File: config.mk
export PLATFORM = sky130hd
export DESIGN_NAME = dram_core_arbiter
export DESIGN_NICKNAME = d
export VERILOG_FILES = /design/src/rtl/mem_arb_pkg.sv /design/src/rtl/rr_priority_picker.sv /design/src/rtl/dram_core_arbiter.sv
export SDC_FILE = /design/constraint.sdc
export NUM_CORES = 1
export LEC_CHECK = 0
export CAP_MARGIN = 5
export CORE_AREA = 2 2 155 157
export CTS_CLUSTER_DIAMETER = 150
export DETAILED_ROUTE_END_ITERATION = 10
export DIE_AREA = 0 0 157 159
export PLACE_DENSITY = 0.64
export SETUP_SLACK_MARGIN = 0.1
export SYNTH_ARGS = -nofsm -noshare
export SYNTH_HDL_FRONTEND = slang
export SYNTH_HIERARCHICAL = 1
export SYNTH_SLANG_ARGS = --single-unit
File: constraint.sdc
create_clock -name clk -period 2.3 [get_ports clk]
set_input_delay 0.345 -clock clk [delete_from_list [all_inputs] [get_ports clk]]
set_output_delay 0.345 -clock clk [all_outputs]
set_load 0.1 [all_outputs]
File: src/rtl/mem_arb_pkg.sv
// Shared types and default widths for the memory-bus arbiters.
package mem_arb_pkg;

  localparam int DEFAULT_ADDR_W = 21;
  localparam int DEFAULT_DATA_W = 64;
  localparam int MAX_CORES      = 8;

  typedef enum logic [1:0] {
    IDLE      = 2'd0,
    ISSUE     = 2'd1,
    WAIT_RESP = 2'd2
  } arb_state_t;

  typedef logic [$clog2(MAX_CORES)-1:0] core_id_t;

endpackage

File: src/rtl/rr_priority_picker.sv
// Combinational round-robin picker: first valid requester after rr_ptr, wrapping.
module rr_priority_picker #(
  parameter int NUM_REQ = 2,
  parameter int IDX_W   = $clog2(NUM_REQ)
) (
  input  logic [NUM_REQ-1:0] valid,
  input  logic [IDX_W-1:0]   rr_ptr,
  output logic [NUM_REQ-1:0] grant,
  output logic [IDX_W-1:0]   grant_idx
);

  logic             found;
  logic [IDX_W-1:0] idx;

  // Scan rr_ptr+1 .. rr_ptr+NUM_REQ so the last winner has lowest priority.
  always_comb begin
    grant     = '0;
    grant_idx = '0;
    found     = 1'b0;
    idx       = '0;
    for (int k = 1; k <= NUM_REQ; k++) begin
      idx = IDX_W'((int'(rr_ptr) + k) % NUM_REQ);
      if (!found && valid[idx]) begin
        found      = 1'b1;
        grant[idx] = 1'b1;
        grant_idx  = idx;
      end
    end
  end

endmodule

File: src/rtl/dram_core_arbiter.sv
// Round-robin arbiter sharing one DRAM bus between per-core ports, one transaction in flight.
// Optional response watchdog enabled by defining DRAM_ARB_TIMEOUT_EN.
module dram_core_arbiter
  import mem_arb_pkg::*;
#(
  parameter int NUM_CORES      = 2,
  parameter int ADDR_W         = DEFAULT_ADDR_W,
  parameter int DATA_W         = DEFAULT_DATA_W,
  parameter int TIMEOUT_CYCLES = 1024
) (
  input  logic                          clk,
  input  logic                          reset,
  input  logic [NUM_CORES-1:0]          core_req_valid,
  input  logic [NUM_CORES-1:0]          core_req_write,
  input  logic [NUM_CORES*ADDR_W-1:0]   core_req_addr,
  input  logic [NUM_CORES*DATA_W-1:0]   core_req_wdata,
  output logic [NUM_CORES-1:0]          core_req_ready,
  output logic [NUM_CORES-1:0]          core_resp_valid,
  output logic [DATA_W-1:0]             core_resp_rdata,
  output logic                          core_resp_error,
  output logic                          dram_req_valid,
  input  logic                          dram_req_ready,
  output logic                          dram_req_write,
  output logic [ADDR_W-1:0]             dram_req_addr,
  output logic [DATA_W-1:0]             dram_req_wdata,
  output logic [$clog2(NUM_CORES)-1:0]  dram_req_core,
  input  logic                          dram_resp_valid,
  input  logic [DATA_W-1:0]             dram_resp_rdata,
  output logic                          timeout_flag
);

  localparam int                   IDX_W    = $clog2(NUM_CORES);
  localparam logic [NUM_CORES-1:0] ONE_HOT0 = NUM_CORES'(1);

  if (NUM_CORES < 2 || NUM_CORES > MAX_CORES || TIMEOUT_CYCLES < 1) begin : g_bad_cfg
    $error("dram_core_arbiter: unsupported NUM_CORES or TIMEOUT_CYCLES");
  end

  arb_state_t           state;
  logic [IDX_W-1:0]     rr_ptr;
  logic [IDX_W-1:0]     pick_idx;
  logic [NUM_CORES-1:0] pick_grant;
  logic [NUM_CORES-1:0] resp_valid_q;
  logic                 timeout_hit;

  rr_priority_picker #(
    .NUM_REQ (NUM_CORES),
    .IDX_W   (IDX_W)
  ) u_picker (
    .valid     (core_req_valid),
    .rr_ptr    (rr_ptr),
    .grant     (pick_grant),
    .grant_idx (pick_idx)
  );

  // Grant only while idle; masked during reset so no handshake is lost to it.
  assign core_req_ready  = (state == IDLE && !reset) ? pick_grant : '0;
  assign dram_req_valid  = (state == ISSUE);
  assign core_resp_valid = resp_valid_q;

`ifdef DRAM_ARB_TIMEOUT_EN
  localparam int CNT_W = $clog2(TIMEOUT_CYCLES + 1);

  logic [CNT_W-1:0] wait_cnt;

  // A real response in the expiry cycle wins over the timeout.
  assign timeout_hit = (state == WAIT_RESP) && !dram_resp_valid &&
                       (wait_cnt == CNT_W'(TIMEOUT_CYCLES - 1));

  always_ff @(posedge clk) begin
    if (reset) begin
      wait_cnt        <= '0;
      core_resp_error <= 1'b0;
      timeout_flag    <= 1'b0;
    end else begin
      wait_cnt        <= (state == WAIT_RESP) ? wait_cnt + 1'b1 : '0;
      core_resp_error <= timeout_hit;
      if (timeout_hit) timeout_flag <= 1'b1;
    end
  end
`else
  assign timeout_hit     = 1'b0;
  assign core_resp_error = 1'b0;
  assign timeout_flag    = 1'b0;
`endif

  always_ff @(posedge clk) begin
    if (reset) begin
      state           <= IDLE;
      rr_ptr          <= IDX_W'(NUM_CORES - 1);
      dram_req_write  <= 1'b0;
      dram_req_addr   <= '0;
      dram_req_wdata  <= '0;
      dram_req_core   <= '0;
      resp_valid_q    <= '0;
      core_resp_rdata <= '0;
    end else begin
      resp_valid_q <= '0;
      case (state)
        IDLE: begin
          if (|pick_grant) begin
            dram_req_write <= core_req_write[pick_idx];
            dram_req_addr  <= core_req_addr[int'(pick_idx)*ADDR_W +: ADDR_W];
            dram_req_wdata <= core_req_wdata[int'(pick_idx)*DATA_W +: DATA_W];
            dram_req_core  <= pick_idx;
            rr_ptr         <= pick_idx;
            state          <= ISSUE;
          end
        end
        ISSUE: begin
          if (dram_req_ready) state <= WAIT_RESP;
        end
        WAIT_RESP: begin
          if (dram_resp_valid) begin
            core_resp_rdata <= dram_resp_rdata;
            resp_valid_q    <= ONE_HOT0 << dram_req_core;
            state           <= IDLE;
          end else if (timeout_hit) begin
            core_resp_rdata <= '0;
            resp_valid_q    <= ONE_HOT0 << dram_req_core;
            state           <= IDLE;
          end
        end
        default: state <= IDLE;
      endcase
    end
  end

endmodule

; Word level (Yosys, flattened, before mapping)
; Index checks and enable logic that the tools add are counted.
[word_totals]
register_bits = 156
output_inout_bits = 158
[op_classes]
magnitude_cmp = 5
n_bitwise = 3
n_reduce_logical = 12
n_mux = 20
addsub = 2
shifts = 3
eq_ne = 5
n_mul = 1
[op_table]
columns = op, count
row1 = variable part select 128 x 8 -> 64 bit, 1
row2 = variable part select 42 x 7 -> 21 bit, 1
row3 = 2-to-1 mux 2 bit, 6
row4 = 2-to-1 mux 1 bit, 11
row5 = less-than comparator 1 x 2 -> 1 bit (second input constant), 3
row6 = multiplier 1 x 5 -> 6 bit (second input constant), 1
row7 = one-hot mux 2 bit (3 select lines), 1
row8 = logical AND 1 bit, 4
row9 = inequality test 2 x 1 -> 1 bit (second input constant), 2
row10 = AND reduction 2 bit, 2
row11 = AND reduction 3 bit, 1
row12 = OR reduction 3 bit, 1
row13 = adder 1 bit (second input constant), 2
row14 = demux 1 bit (select 1 bit), 2
row15 = equality test 2 x 1 -> 1 bit (second input constant), 1
row16 = equality test 2 bit (second input constant), 1
row17 = >= comparator 1 bit (second input constant), 2
row18 = zero test 1 bit, 2
row19 = zero test 2 bit, 1
row20 = inequality test 2 bit (second input constant), 1
row21 = NOT 1 bit, 2
row22 = bitwise OR 2 bit, 1
row23 = OR reduction 2 bit, 1
row24 = << shifter 1 x 1 -> 2 bit (first input constant), 1

; Depth between registers and ports, before layout
; Gate-level depths: netlist of the first run.
[depth]
ltp_word = 11
mapped_depth = 8

; Hierarchy
; Netlist of the first run, hierarchy kept.
[by_module_without_submodules]
columns = module, cells_per_inst, area_per_inst_um2, n_inst
row1 = dram_core_arbiter, 702, 6433.7, 1
row2 = rr_priority_picker, 4, 26.3, 1

; Worst setup path after synthesis of the first run
; Ideal clock, no wire load.
[synth_path]
path_type = input to output
start = input port reset
end = output port core_req_ready[0]
t_arrival_ns = 2.873
setup_slack_ns = -0.918
t_required_ns = 1.955
cell_stages = 3
n_path_buf = 2
cell_sequence = clkbuf_1 > clkbuf_1 > nor3b_1
[synth_via]
elab_chain_cells = 3
[synth_lines]
columns = element, line_no
row1 = "start, declared", dram_core_arbiter.sv:12  ; input logic reset,
row2 = zero test 1 bit, dram_core_arbiter.sv:57  ; assign core_req_ready = (state == IDLE && !reset) ? pick_grant : '0;
row3 = logical AND 1 bit, dram_core_arbiter.sv:57
row4 = 2-to-1 mux 2 bit, dram_core_arbiter.sv:57
row5 = "end, declared", dram_core_arbiter.sv:17  ; output logic [NUM_CORES-1:0] core_req_ready,
; Every way passes these cells.

; Final worst setup path of the first run
[layout_path]
start = input port core_req_valid[1]
end = output port core_req_ready[1]
[layout_via]
elab_chain_cells = 7
[layout_lines]
columns = element, line_no
row1 = "start, declared", dram_core_arbiter.sv:13  ; input logic [NUM_CORES-1:0] core_req_valid,
row2 = 2-to-1 mux 1 bit (implied by the code) (2 in series), rr_priority_picker.sv:23  ; if (!found && valid[idx]) begin
row3 = 2-to-1 mux 1 bit, rr_priority_picker.sv:23
row4 = zero test 1 bit, rr_priority_picker.sv:23
row5 = logical AND 1 bit, rr_priority_picker.sv:23
row6 = 2-to-1 mux 2 bit (*), rr_priority_picker.sv:23
row7 = net pick_grant[1], dram_core_arbiter.sv:42  ; logic [NUM_CORES-1:0] pick_grant;
row8 = 2-to-1 mux 2 bit (*), dram_core_arbiter.sv:57
; Mark *: on every way through the listed nets, which the timed path passes. The rest lies on a longest branch. The select of a mux whose other input is x is not followed.

==> impl_summary.txt, run 1 <==
----------------------------------------------------
[Run status]
  Status ... completed

[Finish]
  Layout-stage area growth over the synthesis result ... 69.1%
  Fraction of final layout cells with drive strength greater than 1 ... 20.5%
  Commonest cells after routing, fill and taps aside ... sky130_fd_sc_hd__clkdlybuf4s50_1, sky130_fd_sc_hd__buf_4, sky130_fd_sc_hd__dfxtp_1
  Leading cell type in the layout, fill and taps excluded ... sky130_fd_sc_hd__clkdlybuf4s50_1
  Ant diodes ... 0
  Area of all placed cells without fillers ... 10900 um2
  Fin nets ... between 1000 and 1500

[Floorplan]
  Chip Width ... roughly 160 um
  Total core area ... approximately 23000 um2
  Initial core utilization ... approximately 28%
  Row Count ... between 50 and 60
  Total die area ... 25000 um2
  I/O pin cnt ... 400
  Floorplan die height ... 159 um

[Power]
  Share of total power in the clock network ... 28.2%
  Share of total power in sequential cells ... between 30 and 40%
  Internal cell power ... 5450 uW
  Sw Ratio ... 41.7%
  Net Switching ... between 3000 and 4000 uW
  Leak Pwr ... 0.00429 uW
  Combinational power share ... between 30% and 40%
  Worst-case vdd ir drop ... between 0.0004 and 0.0005 V
  Total Power Consumption ... between 9000 and 10000 uW
  Power per standard cell area ... ~860 nW/um2

[Worst setup path]
  WP data required ... 1.96 ns
  Class of the most critical setup path ... in -> out
  Kind of end point of the critical path ... output port
  Worst setup slack for register-to-register paths ... a little under 0.7 ns
  WP data arrival ... about 1.6 ns
  Maximum fanout encountered on the critical timing path ... 3
  Startpoint of the most critical setup path ... core_req_valid[1]
  Worst-case reg-to-reg path depth ... 6
  Critical Path Start Type ... primary input
  Worst Setup EP ... core_req_ready[1]
  Reg-to-reg endpoint ... dram_req_wdata[18]
  Worst R2R Start ... rr_ptr

[Routing]
  Routed wire length ... about 23000 um
  Remaining number of nets flagged by the antenna check after routing ... 0
  Starting DRT DRC Count ... between 300 and 400
  Detail-routed via count per cell ... 4.59
  Total via count after detailed routing ... approximately 6500
  Average wire per standard cell ... approximately 16 um
  1st-pass router iterations ... 5
  Drt drc ... 0

[Placed design]
  Last weighted congestion value of the routability-driven placer ... ~0.77
  Post-placement worst setup slack ... ~0.20 ns
  Count of input and output buffers ... 397
  Dpl cell area ... a little over 10000 um2
  Half-perimeter wire length of the detailed placement result ... approximately 17000 um

[Clock tree]
  CTS hold repair buffers ... 0
  CTS tree ... done
  Worst-path clk slew ... approximately 0.070 ns
  Gates resized, CTS repair ... 0
  Worst-skew pair later-pin latency ... approximately 0.42 ns
  Count of buffers added by post-CTS timing repair for setup ... 0
  TritonCTS Buffers ... 17
  CTS Buffer Depth ... 2
  Number of levels in the clock H-tree ... 4
  Root buffer cell ... sky130_fd_sc_hd__clkbuf_16
  CTS sink count ... around 160

[Timing]
  Actual transition at the worst max-transition pin ... just under 0.7 ns
  Worst max-slew margin expressed relative to the limit ... 54.7%
  Final count of negative-setup-slack endpoints ... 0
  Final Hold Viols ... 0
  Final worst path period need ... between 1.5 and 2 ns
  Setup TNS after final layout ... 0 ns
  Achievable frequency ... around 510 MHz
  Setup skew after layout ... 0.0129 ns
  RSZ-0062 raised after global routing ... false
  Period utilization ... 86.0%
  Worst hold-check slack ... approximately 0.45 ns
  Final critical-path setup slack ... between 0.3 and 0.4 ns
  Final count of pins violating max slew ... 0

[GRT]
  First-pass GRT wire length ... 34500 um
  Vias in the first global route ... roughly 6400
  Aggregate global routing overflow ... 0
  Largest net degree at the start of global routing ... slightly below 80
  Overall track demand over capacity in global routing ... between 15 and 20%
  Initial antenna violation count ... 1

[Logic synthesis]
  Seq/Total Area, Yosys ... 48.3%
  Post-synth cell types ... 28
  Count of state elements after synthesis ... 156
  Mapped Area ... roughly 6500 um2
  Number of instances in the synthesized netlist ... 706
  Count of yosys warnings during synthesis ... 6
  Synthesized area per cell ... slightly above 9 um2

[Hold path]
  Number of stages on the worst hold path ... 2
  Class of the tightest hold or removal check ... reg -> reg

[Flow run]
  Number of max-cap violations ... 0

----------------------------------------------------
-- critical path, cell delays in order --
cell and delay [ns]:
sky130_fd_sc_hd__clkdlybuf4s50_1 0.50, sky130_fd_sc_hd__a21boi_0 0.27, sky130_fd_sc_hd__nor3b_2 0.30, sky130_fd_sc_hd__buf_12 0.21
-- cells in the mapped netlist, drive strengths merged --
| library cell | n | area share (%) |
|---|---|---|
| or2 | 2 | 0.23 |
| nand3 | 1 | 0.077 |
| and3b | 1 | 0.14 |
| nand2 | 129 | 7.5 |
| inv | 1 | 0.058 |
| conb | 1 | 0.058 |
| a21oi | 152 | 12 |
| nor2b | 1 | 0.097 |
| a211oi | 86 | 10 |
| nor3 | 1 | 0.077 |
| nand3b | 2 | 0.23 |
| buf | 50 | 5.2 |
| o21ai | 2 | 0.15 |
| dfxtp | 156 | 48 |
| mux2i | 86 | 13 |
| a21boi | 3 | 0.35 |
| nand2b | 1 | 0.097 |
| clkbuf | 22 | 1.3 |
| a22oi | 1 | 0.12 |
| nor3b | 3 | 0.35 |
| nor2 | 5 | 0.52 |
-- cell families after synthesis --
logic type | share of synthesized area, %
simple gates | 9.32
compound gates | 22.5
flops | 48.3
mux | 13.3
buf+inv | 6.49
other cells | 0.0581
-- layout make-up --
cell class              count  area, um2
clock inverters            13        105
repair buffers            422       3910
multi-input cells         478       2950
well taps                 319        399
inverters                   1       3.75
clock buffers              19        443
fillers                  2277      12300
flip-flops and latches    156       3120
-- flip-flops by register name (all words and copies together), names as in the netlist --
register         flops
dram_req_core        1
dram_req_wdata      64
dram_req_addr       21
dram_req_write       1
core_resp_rdata     64
core_resp_valid      2
state                2
rr_ptr               1
-- worst min-delay path by stage --
stage	start	endpoint
2_1_floorplan	dram_resp_rdata[0]	core_resp_rdata[0]
3_3_place_gp	core_resp_rdata[42]	core_resp_rdata[42]
3_5_place_dp	core_resp_rdata[17]	core_resp_rdata[17]
4_1_cts	dram_resp_rdata[19]	core_resp_rdata[19]
5_1_grt	dram_resp_rdata[22]	core_resp_rdata[22]
6_report	core_resp_rdata[5]	core_resp_rdata[5]
-- power by group through the flow --
stage          registers [uW]  logic, uW  clock network, uW
4_1_cts                  3090       3650               2710
2_1_floorplan            4860        844                  0
5_1_grt                  3120       3780               2850
6_report                 3090       3620               2640
3_3_place_gp             3140       3640                  0
3_5_place_dp             3140       3650                  0
-- per-layer routing --
layer,wire [um],up-vias,share of wire [%],track usage (%)
met4,323,2,1.4,4.17
li1,-,3241,-,-
met1,9110,2913,40,19.7
met3,2190,22,9.6,6.72
met5,11,-,0.048,0
met2,11300,282,49,31.4
-- through the flow --
step	util [%]	instances
6_report	47.1	1408
5_1_grt	47.1	1408
4_1_cts	47.1	1408
3_5_place_dp	44.8	1376
3_3_place_gp	44.8	1376
2_1_floorplan	-	707
No activity file was read; power rests on OpenSTA's default activity.
==> run 2: changes to the inputs <==
==> constraint.sdc (replaced) <==
create_clock -name clk -period 2.3 [get_ports clk]
set_input_delay 0.345 -clock clk [delete_from_list [all_inputs] [get_ports clk]]
set_output_delay 0.345 -clock clk [all_outputs]
set_load 0.005 [all_outputs]
==> impl_summary.txt, run 2 (same netlist as run 1, synthesis figures left out) <==
----------------------------------------------------
[Placed design]
  Post-placement worst setup slack ... 0.0970 ns (-0.106 ns)
  Half-perimeter wire length of the detailed placement result ... 16500 um (-2.2%)
  Count of input and output buffers ... 397 (unchanged)
  Dpl cell area ... 10700 um2 (+3.4%)
  Last weighted congestion value of the routability-driven placer ... 0.790 (+2.0%)

[Routing]
  Remaining number of nets flagged by the antenna check after routing ... 0 (unchanged)
  Detail-routed via count per cell ... 4.58 (-0.12%)
  Starting DRT DRC Count ... 215 (-33%)
  Total via count after detailed routing ... 6443 (-0.26%)
  Routed wire length ... 23100 um (+0.71%)
  Average wire per standard cell ... 16.4 um (+0.85%)
  Top metal layer carrying routed signals ... met4
  Total met2 wirelength after detailed routing ... 11300 um (-0.43%)
  Drt drc ... 0 (unchanged)
  1st-pass router iterations ... 5 (unchanged)
  DR WL met3 ... 1930 um (-12%)
  Met1 routed wirelength after detailed routing ... 9600 um (+5.3%)

[Flow run]
  Number of max-cap violations ... 0 (unchanged)

[Finish]
  Area of all placed cells without fillers ... 11400 um2 (+4.1%)
  Largest registers ... core_resp_rdata (64), dram_req_wdata (64), dram_req_addr (21)
  Fin nets ... 1317 (-0.076%)
  Commonest cells after routing, fill and taps aside ... sky130_fd_sc_hd__clkdlybuf4s50_1, sky130_fd_sc_hd__dfxtp_1, sky130_fd_sc_hd__a21oi_1
  Number of fillers in the final layout ... 2259 (-0.79%)
  Sequential cell area ... 3130 um2 (+0.12%)
  Footprint of the multi-input gates ... 2950 um2 (+0.17%)
  Layout-stage area growth over the synthesis result ... 76.2%
  Fraction of final layout cells with drive strength greater than 1 ... 6.26% (-14 points)
  Share of the core filled with cells ... 49.1% (+2.0 points)
  Leading cell type in the layout, fill and taps excluded ... sky130_fd_sc_hd__clkdlybuf4s50_1

[Floorplan]
  Total die area ... 25000 um2 (unchanged)
  Chip Width ... 157 um (unchanged)
  Row Count ... 56 (unchanged)
  Floorplan die height ... 159 um (unchanged)
  Initial core utilization ... 27.9% (unchanged)
  I/O pin cnt ... 400 (unchanged)
  Total core area ... 23200 um2 (unchanged)

[Clock tree]
  Worst-skew pair later-pin latency ... 0.42 ns (about the same)
  CTS hold repair buffers ... 0 (unchanged)
  CTS sink count ... 156 (unchanged)
  Worst-path clk slew ... 0.06 ns (about the same)
  CTS tree ... done
  CTS Buffer Depth ... 2 (unchanged)
  Root buffer cell ... sky130_fd_sc_hd__clkbuf_16
  Count of buffers added by post-CTS timing repair for setup ... 0 (unchanged)
  Number of levels in the clock H-tree ... 4 (unchanged)
  TritonCTS Buffers ... 17 (unchanged)

[Power]
  Sw Ratio ... 26.3% (-15 points)
  Net Switching ... 2110 uW (-46%)
  Internal cell power ... 5930 uW (+8.8%)
  Leak Pwr ... 0.00405 uW (-5.6%)
  Worst-case vdd ir drop ... 0.000428 V (-3.5%)
  Share of total power in sequential cells ... 38.5% (+5.5 points)
  Combinational power share ... 24.3% (-14 points)
  Power per standard cell area ... 706 nW/um2 (-17%)
  Share of total power in the clock network ... 37.2% (+9.0 points)

[Hold path]
  Class of the tightest hold or removal check ... reg -> reg

[Timing]
  RSZ-0062 raised after global routing ... false
  Final worst path period need ... 2.14 ns (+0.159 ns)
  Setup TNS after final layout ... 0 ns (unchanged)
  Worst max-slew margin expressed relative to the limit ... 49.3% (-5.4 points)
  Final count of negative-setup-slack endpoints ... 0 (unchanged)
  Final critical-path setup slack ... 0.163 ns (-0.159 ns)
  Actual transition at the worst max-transition pin ... 0.760 ns (+0.0804 ns)
  Final Hold Viols ... 0 (unchanged)
  Period utilization ... 92.9% (+6.9 points)
  Setup skew after layout ... 0.00838 ns (-0.00456 ns)
  Achievable frequency ... 468 MHz (-7.4%)
  Final count of pins violating max slew ... 0 (unchanged)

[Worst setup path]
  Worst Setup EP ... core_req_ready[1]
  Critical Path Start Type ... register
  Class of the most critical setup path ... reg -> out
  Startpoint of the most critical setup path ... state[1]
  Worst R2R Start ... rr_ptr
  WP data required ... 1.96 ns (about the same)
  List of cells traversed by the critical path ... or2_4 -> nor3b_2 -> clkdlybuf4s50_1
  Worst setup slack for register-to-register paths ... 0.61 ns (-0.08 ns)
  Maximum fanout encountered on the critical timing path ... 6 (+3)
  Kind of end point of the critical path ... output port
  Reg-to-reg endpoint ... dram_req_wdata[26]
  WP data arrival ... 1.79 ns (+0.16 ns)
  Worst-case reg-to-reg path depth ... 7 (+1)
  Crit path largest cell delay ... 0.52 ns (+0.02 ns)
  Critical Path Slowest Stage Cell ... sky130_fd_sc_hd__clkdlybuf4s50_1

[Run status]
  Status ... completed

[GRT]
  Largest net degree at the start of global routing ... 157 (+99%)
  Vias in the first global route ... 6196 (-2.5%)
  First-pass GRT wire length ... 34700 um (+0.66%)
  Aggregate global routing overflow ... 0 (unchanged)
  Overall track demand over capacity in global routing ... 17.7% (+0.086 points)
  Initial antenna violation count ... 0 (-1)

----------------------------------------------------
run 2: cell count changes in the layout (fill, tap and decap cells not counted), moves of 2 or more:
cell | previous run | this run
sky130_fd_sc_hd__a21boi_2 | 0 | 2
sky130_fd_sc_hd__buf_4 | 171 | 15
sky130_fd_sc_hd__bufinv_16 | 0 | 4
sky130_fd_sc_hd__clkdlybuf4s50_1 | 240 | 395
sky130_fd_sc_hd__clkinvlp_4 | 4 | 2
sky130_fd_sc_hd__dfxtp_1 | 156 | 153
sky130_fd_sc_hd__dfxtp_2 | 0 | 3
sky130_fd_sc_hd__inv_6 | 6 | 4
run 2: critical path: cells and delay by family (launching register included):
kind / cells / cell delay, ns
buffers and inverters: 1 / 0.52
flip-flops: 1 / 0.36
AND/OR/NAND/NOR: 2 / 0.51
run 2: power groups by stage:
stage / Sequential [uW] / Clock [uW] / Combinational (uW)
after floorplan: 3150 / 0 / 789
after detailed placement: 3140 / 0 / 1970
final: 3090 / 2990 / 1950
after global routing: 3120 / 3210 / 2100
after global placement: 3140 / 0 / 1960
after CTS: 3090 / 3090 / 1980
run 2: timing repair:
item                                    CTS  global route
cloned                                    0             0
endpoints found under the setup margin    2             2
resized for setup                         3             6
run 2: area by class of cell:
| type | instances | share of cell area [%] |
|---|---|---|
| repair buffers | 421 | 37.6 |
| flip-flops and latches | 156 | 27.5 |
| multi-input cells | 478 | 25.9 |
| clock buffers | 18 | 3.77 |
| well taps | 319 | 3.51 |
| clock inverters | 12 | 1.65 |
| inverters | 1 | 0.0330 |
| diodes | 1 | 0.0220 |
run 2: stage by stage:
stage | hold slack, ns | instances | power [uW]
finish | 0.451 | 1406 | 8040
global route | 0.465 | 1405 | 8420
CTS | 0.450 | 1405 | 8150
detailed placement | 0.446 | 1375 | 5110
global placement | 0.441 | 1375 | 5100
floorplan | 0.453 | 707 | 3940
run 2: routing by layer:
layer  global-route usage, %  vias to the layer above
met4                    4.88                        0
met2                    30.8                      263
met1                    20.7                     2920
met5                       0                        -
li1                        -                     3242
met3                    5.82                       18
run 2: worst min-delay path by stage:
stage / from / to / slack, ns / depth (start not counted)
global route: dram_resp_rdata[23] / core_resp_rdata[23] / 0.47 / 3
finish: core_resp_rdata[9] / core_resp_rdata[9] / 0.45 / 2
global placement: core_resp_rdata[19] / core_resp_rdata[19] / 0.44 / 2
detailed placement: core_resp_rdata[45] / core_resp_rdata[45] / 0.45 / 2
floorplan: core_resp_rdata[0] / core_resp_rdata[0] / 0.45 / 2
CTS: dram_resp_rdata[16] / core_resp_rdata[16] / 0.45 / 3
==> run 3: changes to the inputs <==
CORE_AREA = 2 2 156 158   (was 2 2 155 157)
DIE_AREA = 0 0 158 160   (was 0 0 157 159)
GPL_ROUTABILITY_DRIVEN = 0   (was unset)
SYNTH_HIERARCHICAL = unset   (was 1)
==> impl_summary.txt, run 3 <==
----------------------------------------------------
[Clock tree]
  CTS sink count ... 156 (unchanged)
  CTS Buffer Depth ... 2 (unchanged)
  CTS tree ... done
  Worst-path clk slew ... 0.07 ns (about the same)
  CTS hold repair buffers ... 0 (unchanged)
  Number of levels in the clock H-tree ... 4 (unchanged)
  TritonCTS Buffers ... 17 (unchanged)
  Worst-skew pair later-pin latency ... 0.42 ns (about the same)
  Root buffer cell ... sky130_fd_sc_hd__clkbuf_16

[Logic synthesis]
  Count of yosys warnings during synthesis ... 0 (-6)
  Number of flops mapped to enable cells by yosys ... 0 (unchanged)
  Count of state elements after synthesis ... 156 (unchanged)
  Synthesized area per cell ... 8.19 um2 (-10%)
  Number of instances in the synthesized netlist ... 800 (+13%)
  Post-synth cell types ... 26 (-7.1%)
  Mapped Area ... 6550 um2 (+1.5%)
  Predominant post-synthesis flop cell ... sky130_fd_sc_hd__dfxtp_1
  Seq/Total Area, Yosys ... 47.7% (-0.69 points)
  Area share of the largest cell type after synthesis ... 47.7% (-0.69 points)
  Most frequent cells after synthesis ... sky130_fd_sc_hd__nand2_1, sky130_fd_sc_hd__dfxtp_1, sky130_fd_sc_hd__a21oi_1
  Area leader, netlist ... sky130_fd_sc_hd__dfxtp_1
  Dominant cells by area after synthesis ... sky130_fd_sc_hd__dfxtp_1, sky130_fd_sc_hd__nand2_1, sky130_fd_sc_hd__a21oi_1
  Leading cell type by number of instances after synthesis ... sky130_fd_sc_hd__nand2_1
  Async SR Flop Fraction ... 0% (unchanged)

[Finish]
  Commonest cells after routing, fill and taps aside ... sky130_fd_sc_hd__clkdlybuf4s50_1, sky130_fd_sc_hd__nand2_1, sky130_fd_sc_hd__dfxtp_1
  Leading cell type in the layout, fill and taps excluded ... sky130_fd_sc_hd__clkdlybuf4s50_1
  Largest registers ... core_resp_rdata (64), dram_req_wdata (64), dram_req_addr (21)
  Cell Count, Final, Fillers Out ... 1493 (+6.2%)
  Area of all placed cells without fillers ... 11500 um2 (+0.66%)
  Fin nets ... 1399 (+6.2%)
  Ant diodes ... 0 (-1)
  Footprint of the multi-input gates ... 3090 um2 (+4.6%)
  Sequential cell area ... 3120 um2 (about the same)
  Number of fillers in the final layout ... 2383 (+5.5%)
  Fraction of final layout cells with drive strength greater than 1 ... 8.90% (+2.6 points)
  Layout-stage area growth over the synthesis result ... 74.8%

[Timing]
  Period utilization ... 91.7% (-1.2 points)
  Actual transition at the worst max-transition pin ... 0.747 ns (-0.0130 ns)
  Final count of negative-setup-slack endpoints ... 0 (unchanged)
  Final worst path period need ... 2.11 ns (-0.0275 ns)
  Final Hold Viols ... 0 (unchanged)
  RSZ-0062 raised after global routing ... false
  Setup skew after layout ... 0.0138 ns (+0.00547 ns)
  Worst max-slew margin expressed relative to the limit ... 50.2% (+0.87 points)
  Final count of pins violating max slew ... 0 (unchanged)
  Achievable frequency ... 474 MHz (+1.3%)
  Final critical-path setup slack ... 0.190 ns (+0.0275 ns)

[Routing]
  Top metal layer carrying routed signals ... met4
  Met1 routed wirelength after detailed routing ... 10100 um (+5.2%)
  DR WL met3 ... 2680 um (+39%)
  Total met2 wirelength after detailed routing ... 11900 um (+6.0%)
  Drt drc ... 0 (unchanged)
  Remaining number of nets flagged by the antenna check after routing ... 0 (unchanged)
  Average wire per standard cell ... 16.7 um (+1.9%)
  Detail-routed via count per cell ... 4.69 (+2.4%)
  Total via count after detailed routing ... 7006 (+8.7%)
  Routed wire length ... 25000 um (+8.2%)
  1st-pass router iterations ... 4 (-1)
  Starting DRT DRC Count ... 409 (+90%)

[GRT]
  Overall track demand over capacity in global routing ... 18.9% (+1.1 points)
  Aggregate global routing overflow ... 0 (unchanged)
  Largest net degree at the start of global routing ... 67 (-57%)
  Vias in the first global route ... 6794 (+9.7%)
  First-pass GRT wire length ... 37700 um (+8.6%)
  Initial antenna violation count ... 0 (unchanged)

[Placed design]
  Dpl cell area ... 10800 um2 (+1.0%)
  Half-perimeter wire length of the detailed placement result ... 17500 um (+6.1%)
  Cell Count Post-Placement ... 1462 (+6.3%)
  Count of input and output buffers ... 397 (unchanged)
  Post-placement worst setup slack ... -0.332 ns (-0.429 ns)

[Hold path]
  Number of stages on the worst hold path ... 2 (unchanged)
  Class of the tightest hold or removal check ... in -> reg

[Worst setup path]
  Crit path largest cell delay ... 0.49 ns (-0.03 ns)
  Class of the most critical setup path ... in -> out
  WP data required ... 1.96 ns (about the same)
  Worst-case reg-to-reg path depth ... 5 (-2)
  Worst setup slack for register-to-register paths ... 0.49 ns (-0.12 ns)
  Cell class contributing the biggest share of worst-path delay ... buffers and inverters
  WP data arrival ... 1.76 ns (-0.03 ns)
  Kind of end point of the critical path ... output port
  Buffers & Inverters on Critical Path ... 3 (+2)
  Critical Path Start Type ... primary input
  Maximum fanout encountered on the critical timing path ... 2 (-4)
  Worst Setup EP ... core_req_ready[1]
  List of cells traversed by the critical path ... clkdlybuf4s50_1 -> a21bo_4 -> nor4_4 -> buf_4 -> dlygate4sd2_1
  Critical Path Slowest Stage Cell ... sky130_fd_sc_hd__clkdlybuf4s50_1
  Reg-to-reg endpoint ... dram_req_wdata[27]
  Startpoint of the most critical setup path ... core_req_valid[1]
  CP Depth ... 5 (+2)
  Worst R2R Start ... rr_ptr

[Floorplan]
  Initial core utilization ... 27.5% (-0.34 points)
  Total core area ... 23800 um2 (+2.7%)
  Total die area ... 25300 um2 (+1.3%)
  Floorplan die height ... 160 um (+0.63%)
  I/O pin cnt ... 400 (unchanged)
  Row Count ... 57 (+1.8%)
  Chip Width ... 158 um (+0.64%)

[Power]
  Leak Pwr ... 0.00407 uW (+0.52%)
  Total Power Consumption ... 7690 uW (-4.3%)
  Worst-case vdd ir drop ... 0.000348 V (-19%)
  Power per standard cell area ... 672 nW/um2 (-4.9%)

[Run status]
  Status ... completed

[Flow run]
  Number of max-cap violations ... 0 (unchanged)

----------------------------------------------------
==> run 3: cells by family after synthesis <==
family	Yosys count	synth area share, %
compound gates	243	27.7
buf+inv	83	5.94
flops	156	47.7
other cells	1	0.0572
simple gates	317	18.7
==> run 3: worst min path at each step <==
stage                         from                   to
2_1_floorplan   core_resp_rdata[0]   core_resp_rdata[0]
3_3_place_gp    core_resp_rdata[7]   core_resp_rdata[7]
3_5_place_dp   core_resp_rdata[39]  core_resp_rdata[39]
4_1_cts                      reset   core_resp_rdata[6]
5_1_grt                      reset   core_resp_rdata[6]
6_report                     reset   core_resp_rdata[2]
==> run 3: cell type report <==
type / instances / area share (%)
clock inverters: 13 / 1.33
multi-input cells: 562 / 27.0
repair buffers: 420 / 37.1
flip-flops and latches: 156 / 27.3
well taps: 324 / 3.54
clock buffers: 18 / 3.83
==> run 3: repair_timing <==
action / in CTS / in global routing
setup endpoints to repair: 2 / 1
buffers inserted: 0 / 0
resized for setup: 4 / 1
pin swaps: 2 / 0
endpoints found under the hold margin: 0 / 0
==> run 3: where the power goes <==
part | internal (uW) | leakage (uW) | switching [uW]
sequential | 2910 | 0.00128 | 119
clock | 1650 | 0.000287 | 1240
combinational | 1020 | 0.00250 | 746
==> run 3: metal layers <==
metal | up-vias | global-route usage [%]
li1 | 3480 | -
met1 | 3236 | 22.2
met2 | 274 | 32.2
met3 | 16 | 7.54
met4 | 0 | 3.97
met5 | - | 0
==> run 3: metrics by stage <==
stage | utilization, % | setup TNS, ns | hold slack [ns]
floorplan | - | 0 | 0.453
global placement | 45.5 | -0.361 | 0.442
detailed placement | 45.5 | -0.332 | 0.447
CTS | 48.1 | 0 | 0.157
global route | 48.1 | 0 | 0.164
finish | 48.1 | 0 | 0.190
